### src/rtl/seven_segment_reader.sv
// seven_segment_reader
// Recovers the hex word shown on a multiplexed, active-low 7-segment bus.
// A digit is accepted once its {an, seg} sample has been seen on
// STABLE_CYCLES consecutive edges. When every digit has been captured, the
// frame is published on value with a one-cycle value_valid strobe.
//
// Ports:
//   clk          rising-edge clock
//   rst          synchronous, active-high reset
//   seg[6:0]     active-low segments (0 top, 1 UR, 2 LR, 3 bottom, 4 LL, 5 UL, 6 middle)
//   an[DIGITS]   active-low digit enables; exactly one low selects a digit
//   value        last complete frame; digit i at value[4i+3:4i]
//   value_valid  one-cycle pulse when value updates
//   frame_err    1 if any digit of the published frame held an illegal code
module seven_segment_reader #(
  parameter int unsigned DIGITS        = 4,
  parameter int unsigned STABLE_CYCLES = 4
) (
  input  logic                  clk,
  input  logic                  rst,
  input  logic [6:0]            seg,
  input  logic [DIGITS-1:0]     an,
  output logic [4*DIGITS-1:0]   value,
  output logic                  value_valid,
  output logic                  frame_err
);

  localparam int unsigned CW = $clog2(STABLE_CYCLES + 1);
  localparam int unsigned VW = 4 * DIGITS;

  // Segment pattern to {legal, nibble}; illegal patterns decode to nibble 0.
  function automatic logic [4:0] decode(input logic [6:0] s);
    logic [4:0] r;
    case (s)
      7'b1000000: r = {1'b1, 4'h0};
      7'b1111001: r = {1'b1, 4'h1};
      7'b0100100: r = {1'b1, 4'h2};
      7'b0110000: r = {1'b1, 4'h3};
      7'b0011001: r = {1'b1, 4'h4};
      7'b0010010: r = {1'b1, 4'h5};
      7'b0000010: r = {1'b1, 4'h6};
      7'b1111000: r = {1'b1, 4'h7};
      7'b0000000: r = {1'b1, 4'h8};
      7'b0010000: r = {1'b1, 4'h9};
      7'b0001000: r = {1'b1, 4'hA};
      7'b0000011: r = {1'b1, 4'hB};
      7'b1000110: r = {1'b1, 4'hC};
      7'b0100001: r = {1'b1, 4'hD};
      7'b0000110: r = {1'b1, 4'hE};
      7'b0001110: r = {1'b1, 4'hF};
      default:    r = 5'b0_0000;
    endcase
    return r;
  endfunction

  // Registered state
  logic [DIGITS-1:0] an_q;
  logic [6:0]        seg_q;
  logic [CW-1:0]     cnt;
  logic [VW-1:0]     nib;
  logic [DIGITS-1:0] captured;
  logic [DIGITS-1:0] err;

  // Combinational next-state
  logic [3:0]        zero_cnt_c;
  logic              selectable_c;
  logic              same_c;
  logic              capture_c;
  logic              all_cap_c;
  logic [4:0]        dec_c;
  logic [CW-1:0]     cnt_nxt_c;
  logic [VW-1:0]     nib_nxt_c;
  logic [DIGITS-1:0] cap_nxt_c;
  logic [DIGITS-1:0] err_nxt_c;

  // Number of asserted (low) digit enables; exactly one means selectable.
  always_comb begin
    zero_cnt_c = '0;
    for (int unsigned i = 0; i < DIGITS; i++) begin
      if (!an[i]) zero_cnt_c = zero_cnt_c + 4'd1;
    end
  end

  assign selectable_c = (zero_cnt_c == 4'd1);
  assign same_c       = ({an, seg} == {an_q, seg_q});
  assign all_cap_c    = &captured;
  assign dec_c        = decode(seg);

  // Capture fires only on the STABLE_CYCLES-1 -> STABLE_CYCLES step, so a
  // saturated counter never recaptures the same dwell.
  assign capture_c = selectable_c && same_c && (cnt == CW'(STABLE_CYCLES - 1));

  // Dwell counter: extend on a repeated selectable sample, otherwise restart.
  always_comb begin
    cnt_nxt_c = '0;
    if (selectable_c && same_c) begin
      cnt_nxt_c = (cnt == CW'(STABLE_CYCLES)) ? cnt : cnt + CW'(1);
    end else if (selectable_c) begin
      cnt_nxt_c = CW'(1);
    end
  end

  // Frame bookkeeping. Completion clears captured/err first so a capture on
  // the completion edge lands in the following frame.
  always_comb begin
    nib_nxt_c = nib;
    cap_nxt_c = all_cap_c ? '0 : captured;
    err_nxt_c = all_cap_c ? '0 : err;
    if (capture_c) begin
      for (int unsigned i = 0; i < DIGITS; i++) begin
        if (!an[i]) begin
          cap_nxt_c[i]         = 1'b1;
          err_nxt_c[i]         = ~dec_c[4];
          nib_nxt_c[4*i +: 4]  = dec_c[3:0];
        end
      end
    end
  end

  // State and output registers
  always_ff @(posedge clk) begin
    if (rst) begin
      an_q        <= '1;
      seg_q       <= '1;
      cnt         <= '0;
      nib         <= '0;
      captured    <= '0;
      err         <= '0;
      value       <= '0;
      value_valid <= 1'b0;
      frame_err   <= 1'b0;
    end else begin
      an_q        <= an;
      seg_q       <= seg;
      cnt         <= cnt_nxt_c;
      nib         <= nib_nxt_c;
      captured    <= cap_nxt_c;
      err         <= err_nxt_c;
      value_valid <= all_cap_c;
      if (all_cap_c) begin
        value     <= nib;
        frame_err <= |err;
      end
    end
  end

endmodule

### config.mk
export PLATFORM = sky130hd
export DESIGN_NAME = seven_segment_reader
export DESIGN_NICKNAME = d
export VERILOG_FILES = /design/src/rtl/seven_segment_reader.sv
export SDC_FILE = /design/constraint.sdc
export NUM_CORES = 1
export LEC_CHECK = 0
export ABC_AREA = 1
export BUFFER_PORTS_ARGS = -buffer_cell sky130_fd_sc_hd__buf_2
export CORE_UTILIZATION = 58
export CTS_CLUSTER_SIZE = 12
export DETAILED_ROUTE_END_ITERATION = 8
export GPL_ROUTABILITY_DRIVEN = 0
export PLACE_DENSITY = 0.79
export SYNTH_ARGS = -nofsm -noshare
export SYNTH_HDL_FRONTEND = slang
export SYNTH_SLANG_ARGS = --single-unit
### constraint.sdc
create_clock -name clk -period 2.7 [get_ports clk]
set_input_delay 0.27 -clock clk [delete_from_list [all_inputs] [get_ports clk]]
set_output_delay 0.27 -clock clk [all_outputs]
set_load 0.01 [all_outputs]
==> results of run 1 <==
flip-flops by register name (all words and copies together), names as in the netlist:
signal,cells
nib,16
value,16
seg_q,7
an_q,4
captured,4
err,4
cnt,3
frame_err,1
value_valid,1
critical path, delay by kind of cell:
family | cells | cell delay (ps)
buffers and inverters | 5 | 500
AO/OA/AOI/OAI | 1 | 70
AND/OR/NAND/NOR | 9 | 810
adder cells (fa/ha/maj) | 2 | 610
cell usage after synthesis, types with 3 or more instances:
cell	instances
o21ai_0	18
xnor2_1	8
nand2_1	91
dfxtp_1	56
nand3_1	31
nand4_1	3
clkbuf_1	5
a21boi_2	3
inv_1	19
nor2_1	80
a21oi_1	24
ha_1	6
nor2_2	3
buf_6	8
inv_2	7
cells by family after synthesis:
kind of cell	after synthesis	share of synthesized area, %
AND/OR/NAND/NOR	217	34.01
XOR/XNOR	10	3.213
buffers and inverters	45	9.179
AO/OA/AOI/OAI	48	9.729
adder cells (fa/ha/maj)	6	2.753
flip-flops	56	41.12
per-layer routing:
layer  up-vias  GRT usage [%]  wire length (um)
met1      1063          27.32              2337
met5         -              0                 0
met4         0          7.778                63
met2        36          37.32              2474
met3         8          4.843               195
li1       1257              -                 -
report_power, final:
group          switching [mW]  total, mW  internal (mW)
logic                  0.0939      0.143         0.0487
registers             0.00496      0.840          0.835
clock network           0.267      0.452          0.185
path summary, 6_finish.rpt:
check,startpoint,to,slack (ps),cells after the start
worst max-delay path,an[0],nib[12],660,17
worst min-delay path,rst,captured[2],200,2
worst max register to register,an_q[0],nib[12],1120,9
worst min register to register,captured[2],captured[2],480,2
cell type report:
type	instances	area, sq um
Clock inverter	2	16.27
Clock buffer	6	72.57
Fill cell	407	1500
Timing Repair Buffer	36	207.7
Multi-Input combinational cell	281	1355
Inverter	28	106.4
Tap cell	52	65.06
Sequential cell	56	1121
stage by stage:
stage	utilization, %	setup WS [ps]	hold slack [ps]	std cells
finish	66.24	661.9	202.7	461
global route	66.24	470.8	203.7	461
CTS	66.24	668.3	196.4	461
detailed placement	64.25	334.3	463.8	453
global placement	64.25	427.6	458.0	453
floorplan	-	502.8	339.1	382
==> flow_summary.toml, run 1 <==
[die]
die-area_sq_um = 4979
die_y_um = 70.56
fp-row-count = 24
fp.coreArea_sq_um = 4444
die_x_um = 70.56
start_util_pct = 61.35
pin_count = 31

[grt]
antenna_found_initial = 0
grt_max_degree = 41
grt_pass1_wl_um = 8687
grt_pass1_vias = 2067
grt_overflow = 0
grt_use_total_pct = 21.84

[clock_tree]
clock_latency_ps = 310
cts_tree = "yes"
clkTransAtPathRegs_ps = 90
hold_buffers = 0
post_cts_resized = 0
cts_buffer_depth = 2
cts_root_buf = "clkbuf_8"
cts.sinks = 56
postCtsSetupBuffers = 0
htreeDepth = 2
cts_buffers = 5

[synth]
yosys-top-cells-area = "dfxtp_1 (41%), nand2_1 (13%), nor2_1 (11%), nand3_1 (5.7%), a21oi_1 (4.4%)"
synth_edf_count = 0
synth_top_area_cell = "dfxtp_1"
async_flop_share_pct = 0
synth-seq-cells = 56
synthFlopType = "dfxtp_1"
yosys_warnings = 0
postSynthAreaPerCell_sq_um = 7.137
netlist.area_leader.share_pct = 41.12
syn_area_sq_um = 2726
synth-seq-area-share_pct = 41.12
synthCells = 382
synth.distinct_cells = 31
syn_nets = 401

[power]
p_per_area_nw_per_um2 = 487.4
total_power_mw = 1.435
ir_worst_vdd_uv = 260.3
p_leak_nw = 1.367

[final_layout]
final_cell_area_sq_um = 2944
antennaDiodeCount = 0
final_common_cell = "nand2_1"
nets = 427
final_cell_mix = "nand2_1 (91), nor2_1 (80), dfxtp_1 (56)"
drive_above_1_share_pct = 15.65
syn_to_final_growth_pct = 7.985

[critical_path]
worst_setup_path_start_kind = "input pin"
cp_data_arrival_time_ps = 2250
path_cells = "buf_2 > inv_1 > ha_1 > inv_1 > nand2_1 > nand2_2 > inv_1 > ha_1 > nor2_1 > nand2_1 > o21ai_2 > nand3_2 > nor2_8 > buf_12 > nand3_1 > nand2_1 > nor2_1"
end_kind = "flop"
slowest_stage = "ha_1"
required_ps = 2910
cp_max_fo = 40
critical-path-max-stage-delay_ps = 330
worstSetupPathType = "input pin to flop"

[sta]
skew_ps = 11.18
final_hold_viol_count = 0
worst_slew_margin_rel_pct = 60.83
worst_pin_slew_ps = 586.9
final.setup.tns_ps = 0
period_share_pct = 75.48
setup_violations = 0
grt_setup_unrepaired = "false"
fin_crit_ps = 2038
drv_slew = 0
fmax_mhz = 490.7

[drt]
drc = 2
drt_wl_total_um = 5071
dr.pass1.iters = 6
wl_per_cell_um = 11.00
dr_total_vias = 2364
drt_iter0_markers = 115
viasPerCell = 5.128
ant_nets = 0

[placement]
hpwl_um = 3646
post_dp_cell_area_sq_um = 2855
io_buffers = 30

[status]
status = "finished with violations"
violations = "DRC"

[min_path]
hold_path_class = "input pin to flop"

[run]
drv_cap = 0
(Power assumes the default switching activity.)
==> inputs of run 2 (changes only) <==
--- a/config.mk
+++ b/config.mk
@@ -7,11 +7,11 @@
 export LEC_CHECK = 0
 export ABC_AREA = 1
 export BUFFER_PORTS_ARGS = -buffer_cell sky130_fd_sc_hd__buf_2
-export CORE_UTILIZATION = 58
+export CORE_UTILIZATION = 52
 export CTS_CLUSTER_SIZE = 12
 export DETAILED_ROUTE_END_ITERATION = 8
 export GPL_ROUTABILITY_DRIVEN = 0
-export PLACE_DENSITY = 0.79
+export PLACE_DENSITY = 0.75
 export SYNTH_ARGS = -nofsm -noshare
 export SYNTH_HDL_FRONTEND = slang
 export SYNTH_SLANG_ARGS = --single-unit
==> constraint.sdc (replaced) <==
create_clock -name clk -period 1.8 [get_ports clk]
set_input_delay 0.18 -clock clk [delete_from_list [all_inputs] [get_ports clk]]
set_output_delay 0.18 -clock clk [all_outputs]
set_load 0.01 [all_outputs]
==> run 2 against run 1 <==
The flow now finishes without violations. Cell count is 6.9% higher. Combinational power is 90% higher. Sequential power rose by 50%. Via count is 5.8% higher. Count of clock-buffer cells in the layout unchanged. Worst hold slack got worse by 75 ps. Clock power grew 83%. Global-route usage increased by 0.054 points. Power rose by 64%. Worst setup slack lost 600 ps. Largest power group unchanged.
==> flow_summary.toml, run 2 (same netlist as run 1, synthesis figures left out) <==
[run]
drv_cap = 0

[min_path]
worstHoldStart = "rst"
hold_path_class = "input pin to flop"
holdPathEnd = "captured[2]"
holdPathStages = 2

[sta]
final.setup.tns_ps = 0
worst_slew_margin_rel_pct = 67.86
hold_ws_ps = 127.8
drv_slew = 0
final_hold_viol_count = 0
skew_ps = 9.062
fin_crit_ps = 1741
fmax_mhz = 574.3
period_share_pct = 96.74
setup_violations = 0
worst_pin_slew_ps = 479.2

[drt]
wl_per_cell_um = 12.05
dr_total_vias = 2502
drc = 0
drt_wl_total_um = 5940
viasPerCell = 5.075
dr.pass1.iters = 4
ant_nets = 0
drt_iter0_markers = 183

[clock_tree]
cts_tree = "yes"
cts_buffers = 5
htreeDepth = 2
clkTransAtPathRegs_ps = 100
hold_buffers = 0
cts.sinks = 56
cts_root_buf = "clkbuf_8"
cts_buffer_depth = 2
clock_latency_ps = 310

[die]
fp-row-count = 25
start_util_pct = 55.87
fp.coreArea_sq_um = 4880
die_x_um = 74.41
die-area_sq_um = 5537
die_y_um = 74.41
pin_count = 31

[final_layout]
drive_above_1_share_pct = 23.24
final_cell_mix = "nand2_1 (88), nor2_1 (79), dfxtp_1 (56)"
final_util_pct = 68.18
antennaDiodeCount = 0
largestRegisters = "nib x16, value x16, seg_q x7"
final_common_cell = "nand2_1"
nets = 444
syn_to_final_growth_pct = 22.03

[status]
status = "finished, final reports clean"

[critical_path]
reg2reg_setup_slack_ps = 170
end_kind = "flop"
worstSetupPathType = "input pin to flop"
required_ps = 2000
worst_setup_path_start_kind = "input pin"
r2r_cells = 9
path_cells = "buf_12 > inv_12 > ha_4 > inv_2 > nand2_2 > nand2_2 > inv_2 > ha_4 > nor2_2 > nand2_1 > o21ai_2 > nand3_4 > nor2_8 > clkbuf_16 > nand3_1 > nand2_1 > nor2_1"
r2r-start = "an_q[0]"
slowest_stage = "ha_4"
timing.rr.end = "nib[4]"
critical-path-max-stage-delay_ps = 270
cp_max_fo = 6
crit_buf_inv = 5
cp_data_arrival_time_ps = 1950
crit_family = "simple AND/OR/NAND/NOR gates"

[grt]
antenna_found_initial = 0
grt_pass1_vias = 2174
grt_pass1_wl_um = 9356
grt_overflow = 0
grt_max_degree = 49
grt_use_total_pct = 21.90

[power]
ir_worst_vdd_uv = 440.7
total_power_mw = 2.357
p_leak_nw = 1.507
p_per_area_nw_per_um2 = 708.6

[placement]
io_buffers = 30
hpwl_um = 3886
-- run 2: stage by stage --
| stage | cell area, sq um | setup slack, ps | instances |
|---|---|---|---|
| global placement | 3024 | -295.8 | 477 |
| CTS | 3146 | 21.31 | 486 |
| floorplan | 2788 | -156.9 | 382 |
| global route | 3327 | -45.78 | 493 |
| finish | 3327 | 58.67 | 493 |
| detailed placement | 3024 | -339.8 | 477 |
-- run 2: worst max path at each step --
stage	from	end	cells after the start
floorplan	an[0]	nib[5]	17
global placement	an[0]	nib[9]	17
detailed placement	an[0]	nib[2]	17
CTS	an[1]	nib[2]	16
global route	an[0]	nib[4]	16
finish	an[0]	nib[4]	17
-- run 2: layout make-up --
class | instances | area [sq um]
fillers | 425 | 1553
multi-input cells | 282 | 1449
flip-flops and latches | 56 | 1121
repair buffers | 52 | 437.9
inverters | 28 | 123.9
well taps | 67 | 83.83
clock buffers | 6 | 72.57
clock inverters | 2 | 38.79
-- run 2: routing by layer --
layer | GRT usage (%) | routed length, um | vias to the layer above
li1 | - | - | 1293
met1 | 27.11 | 2738 | 1148
met2 | 37.54 | 2880 | 54
met3 | 5.691 | 263 | 7
met4 | 6.080 | 56 | 0
met5 | 0 | 0 | -
-- run 2: repair_timing --
action | CTS | global route
resized for setup | 1 | 18
setup buffers | 1 | 3
setup endpoints to repair | 3 | 24
pin swaps | 1 | 10
cloned | 0 | 4
-- run 2: report_power, final --
group / leakage (nW) / switching (mW) / total [mW] / internal [mW]
clock: 0.0558 / 0.404 / 0.826 / 0.421
sequential: 0.454 / 0.00769 / 1.26 / 1.25
combinational: 0.997 / 0.165 / 0.271 / 0.106
